<file path="config.mk">
export PLATFORM = sky130hd
export DESIGN_NAME = tff_updown_counter
export DESIGN_NICKNAME = d
export VERILOG_FILES = /design/src/rtl/tcnt_pkg.sv /design/src/rtl/t_ff_cell.sv /design/src/rtl/tff_updown_counter.sv
export SDC_FILE = /design/constraint.sdc
export NUM_CORES = 1
export LEC_CHECK = 0
export ABC_CLOCK_PERIOD_IN_PS = 3900
export BUFFER_PORTS_ARGS = -buffer_cell sky130_fd_sc_hd__buf_2
export CAP_MARGIN = 25
export CELL_PAD_IN_SITES_DETAIL_PLACEMENT = 1
export CELL_PAD_IN_SITES_GLOBAL_PLACEMENT = 1
export CORE_MARGIN = 5
export CORE_UTILIZATION = 34
export DETAILED_ROUTE_END_ITERATION = 10
export PLACE_DENSITY = 0.82
export SLEW_MARGIN = 20
export SYNTH_ARGS = -nofsm -noshare
export SYNTH_HDL_FRONTEND = slang
export SYNTH_SLANG_ARGS = --single-unit
</file>
<file path="constraint.sdc">
create_clock -name Clk -period 3.9 [get_ports Clk]
set_input_delay 0.78 -clock Clk [delete_from_list [all_inputs] [get_ports Clk]]
set_output_delay 0.78 -clock Clk [all_outputs]
set_load 0.1 [all_outputs]
</file>
<file path="src/rtl/tcnt_pkg.sv">
// tcnt_pkg: shared direction constants, default sizes and width helper for the toggle-cell counter
package tcnt_pkg;
  localparam logic CNT_UP = 1'b1;
  localparam logic CNT_DOWN = 1'b0;
  localparam int TCNT_WIDTH = 4;
  localparam int TCNT_MOD = 16;
  function automatic int tcnt_width(input int m);
    int w;
    w = 1;
    while ((1 << w) < m) w++;
    return w;
  endfunction
endpackage

</file>
<file path="src/rtl/t_ff_cell.sv">
// t_ff_cell: single-bit toggle flip-flop with async active-high reset to RESET_VAL
module t_ff_cell #(
  parameter logic RESET_VAL = 1'b0
) (
  input  logic clk,
  input  logic rst,
  input  logic t,
  output logic q,
  output logic qbar
);
  always_ff @(posedge clk or posedge rst)
    if (rst) q <= RESET_VAL;
    else if (t) q <= ~q;
  assign qbar = ~q;
endmodule

</file>
<file path="src/rtl/tff_updown_counter.sv">
// tff_updown_counter: up/down modulo counter built from toggle cells; TCNT_SATURATE_EN selects saturation
module tff_updown_counter
  import tcnt_pkg::*;
#(
  parameter int WIDTH = TCNT_WIDTH,
  parameter int MOD = TCNT_MOD,
  parameter int RESET_VAL = 0
) (
  input  logic             Clk,
  input  logic             Reset,
  input  logic             En,
  input  logic             Up,
  input  logic             Load,
  input  logic [WIDTH-1:0] D,
  output logic [WIDTH-1:0] Q,
  output logic [WIDTH-1:0] Qbar,
  output logic             TC,
  output logic             Wrap
);
  localparam logic [WIDTH-1:0] MAXV = WIDTH'(MOD - 1);
  localparam logic [WIDTH-1:0] RSTV = WIDTH'(RESET_VAL);
  logic [WIDTH-1:0] ld, step, cnt_nxt, q_nxt, t;
  logic lim, wrap_nxt;
  always_comb begin
    ld = (D > MAXV) ? MAXV : D;
    lim = (Up == CNT_UP) ? (Q == MAXV) : (Q == '0);
    step = (Up == CNT_UP) ? Q + WIDTH'(1) : Q - WIDTH'(1);
`ifdef TCNT_SATURATE_EN
    cnt_nxt = lim ? Q : step;
    wrap_nxt = 1'b0;
`else
    cnt_nxt = lim ? ((Up == CNT_UP) ? '0 : MAXV) : step;
    wrap_nxt = En & ~Load & lim;
`endif
    q_nxt = Load ? ld : (En ? cnt_nxt : Q);
    t = Q ^ q_nxt;
  end
  assign TC = En & lim;
  for (genvar i = 0; i < WIDTH; i++) begin : g_cell
    t_ff_cell #(.RESET_VAL(RSTV[i])) u_cell (
      .clk(Clk),
      .rst(Reset),
      .t(t[i]),
      .q(Q[i]),
      .qbar(Qbar[i])
    );
  end
  always_ff @(posedge Clk or posedge Reset)
    if (Reset) Wrap <= 1'b0;
    else Wrap <= wrap_nxt;
endmodule

</file>
==> out/qor.yml <==
die-height_um: 46.20
io-pin-count: 19
slew_headroom_pct: 67.76
max-cap-violations: 0
clk_latency_ns: 0.25
yosys_register_bits: 5
rsz0062_at_grt: "no"
peakVddDrop_v: 0.0001827
cts_buffer_depth: 2
synth_most_common_cell: "inv_1"
grt-ovfl-total: 0
diodes: 0
routed_wl_mm: 1.014
yosys-top-cells-area: "dfrtp_1 (28%), buf_4 (13%), inv_1 (7.6%), xnor2_1 (5.9%), ha_1 (5.6%)"
tns_ns: 0
std_cell_rows: 13
drive_above_1_share_pct: 39.39
yosysTopAreaCellShare_pct: 28.09
synth_nets: 64
worstSetupPathType: "input pin to output pin"
area_growth_pct: 16.85
syn_avg_cell_area_um2: 8.566
cp.arrival_ns: 2.07
clock_skew_ns: 0.005148
worstHoldPathType: "input pin to async pin"
ys_types: 22
synth_cells: 52
clk_root_buffer_cell: "clkbuf_4"
grt_pass1_vias: 400
cp_max_fo: 5
cellLeakagePower_nw: 0.2749
netlist_top_cells_count: "inv_1 (9), buf_4 (8), dfrtp_1 (5), a21oi_1 (4)"
p_total_mw: 0.3080
cts_resized: 0
final-setup-viol-count: 0
cts.clk_slew.worst_paths_ns: 0.05
nets: 79
first_pass_iters: 1
status: "complete, no violations"
htree_levels: 1
cp-start-kind: "input pin"
critPathRequiredTime_ns: 3.12
grt_pass1_wl_mm: 1.676
synth_area_um2: 445.4
core_area_um2: 1269
io_buffers: 18
yosysSeqAreaShare_pct: 28.09
viasPerCell: 4.728
layoutNonFillerInstCount: 81
finalCriticalPeriod_ns: 2.846
dp.cells: 77
cts_setup_buffers: 0
dieArea_um2: 2134
cts_buffers: 3
synth-async-reset-ratio_pct: 100.0
max_freq_mhz: 351.3
die_x_um: 46.20
post-route-period-util_pct: 72.98
p_per_area_nw_per_um2: 591.8
initial_core_util_pct: 35.11
hpwlAfterDp_um: 878
reg2reg_slack_ns: 2.24
drc: 0
avgRoutedWirePerCell_um: 12.52
grt_max_degree: 8
yosysWarnings: 0
ant_nets: 0
gp_congestion: 0.7908
endpoint_kind: "output pin"
grt_antenna_before_repair: 0
cts_tree: "yes"
timing_hold_violations_final: 0
synth_edf_count: 0
worstMarginPinSlew_ns: 0.4869
grtUsageTotal_pct: 11.01
hold_buffers: 0
yosys_most_used_dff: "dfrtp_1"
clock-sinks: 5
synth_area_leader_cell: "dfrtp_1"
vias: 383
drt_iter0_markers: 0
finalMaxSlewViolations: 0
==> critical path, cell delays in order <==
cell and delay [ns]:
buf_2 0.14, or4_4 0.45, nor2_4 0.12, nor2_1 0.06, nor2_1 0.09, buf_2 0.43
==> registers in the layout, summed over array words and instances (netlist names) <==
name	count
Wrap	1
g_cell.u_cell.q	4
==> routing by layer <==
metal  part of all wire [%]  GRT usage [%]  up-vias
met5                      0              0        -
met2                     50          19.23       10
met1                     43          12.99      178
met4                    2.3          6.818        0
met3                    4.2         0.3906        2
li1                       -              -      193
==> path summary, 6_finish.rpt <==
path / from / end / depth (start not counted)
min in group Clk: g_cell[2].u_cell.q / g_cell[2].u_cell.q / 2
worst min register to register: g_cell[2].u_cell.q / g_cell[2].u_cell.q / 2
worst max-delay path: Up / TC / 6
worst max register to register: g_cell[1].u_cell.q / g_cell[1].u_cell.q / 5
worst min-delay path: Reset / Wrap / 2
max in group asynchronous: Reset / g_cell[0].u_cell.q / 2
==> layout by cell type, fill, tap and decap left out, types with 2 or more instances in the layout <==
| cell type | synthesis | final |
|---|---|---|
| a21oi_1 | 4 | 4 |
| nor3_1 | 2 | 2 |
| inv_1 | 9 | 9 |
| xnor2_1 | 3 | 3 |
| nand2_1 | 2 | 2 |
| buf_2 | 0 | 18 |
| o21ai_0 | 2 | 2 |
| nor2_1 | 3 | 3 |
| ha_1 | 2 | 2 |
| dfrtp_1 | 5 | 5 |
| clkbuf_4 | 0 | 3 |
==> kinds of logic after synthesis <==
kind of cell	count (synthesis)	synth area share, %
DFF	5	28.09
xor gates and xnor gates	4	7.867
and+or+nand+nor	10	12.64
adders and majority gates	3	10.11
AOI/OAI and AO/OA	13	20.23
buffers and inverters	17	21.07
==> where the power goes <==
| part | leakage (nW) | switching [mW] | internal [mW] |
|---|---|---|---|
| Combinational | 0.200 | 0.138 | 0.0372 |
| Sequential | 0.0604 | 0.0119 | 0.0587 |
| Clock | 0.0150 | 0.0234 | 0.0388 |
| Total | 0.275 | 0.173 | 0.135 |
==> cell type report <==
type                            count  area (µm²)
Clock buffer                        4       26.28
Fill cell                         158       748.2
Inverter                            9       33.78
Multi-Input combinational cell     30       226.5
Sequential cell                     5       125.1
Tap cell                           15       18.77
Timing Repair Buffer               18       90.09
==> metrics by stage <==
step / cell area, µm² / setup WS, ns / util (%) / hold slack [ns]
6_report: 520.5 / 1.054 / 41.03 / 0.4298
2_1_floorplan: 445.4 / 0.4851 / - / 0.5585
4_1_cts: 520.5 / 1.047 / 41.03 / 0.4368
5_1_grt: 520.5 / 0.9953 / 41.03 / 0.4569
3_3_place_gp: 494.2 / 1.081 / 38.95 / 0.6718
3_5_place_dp: 494.2 / 1.061 / 38.95 / 0.6907
(Power assumes the default switching activity.)
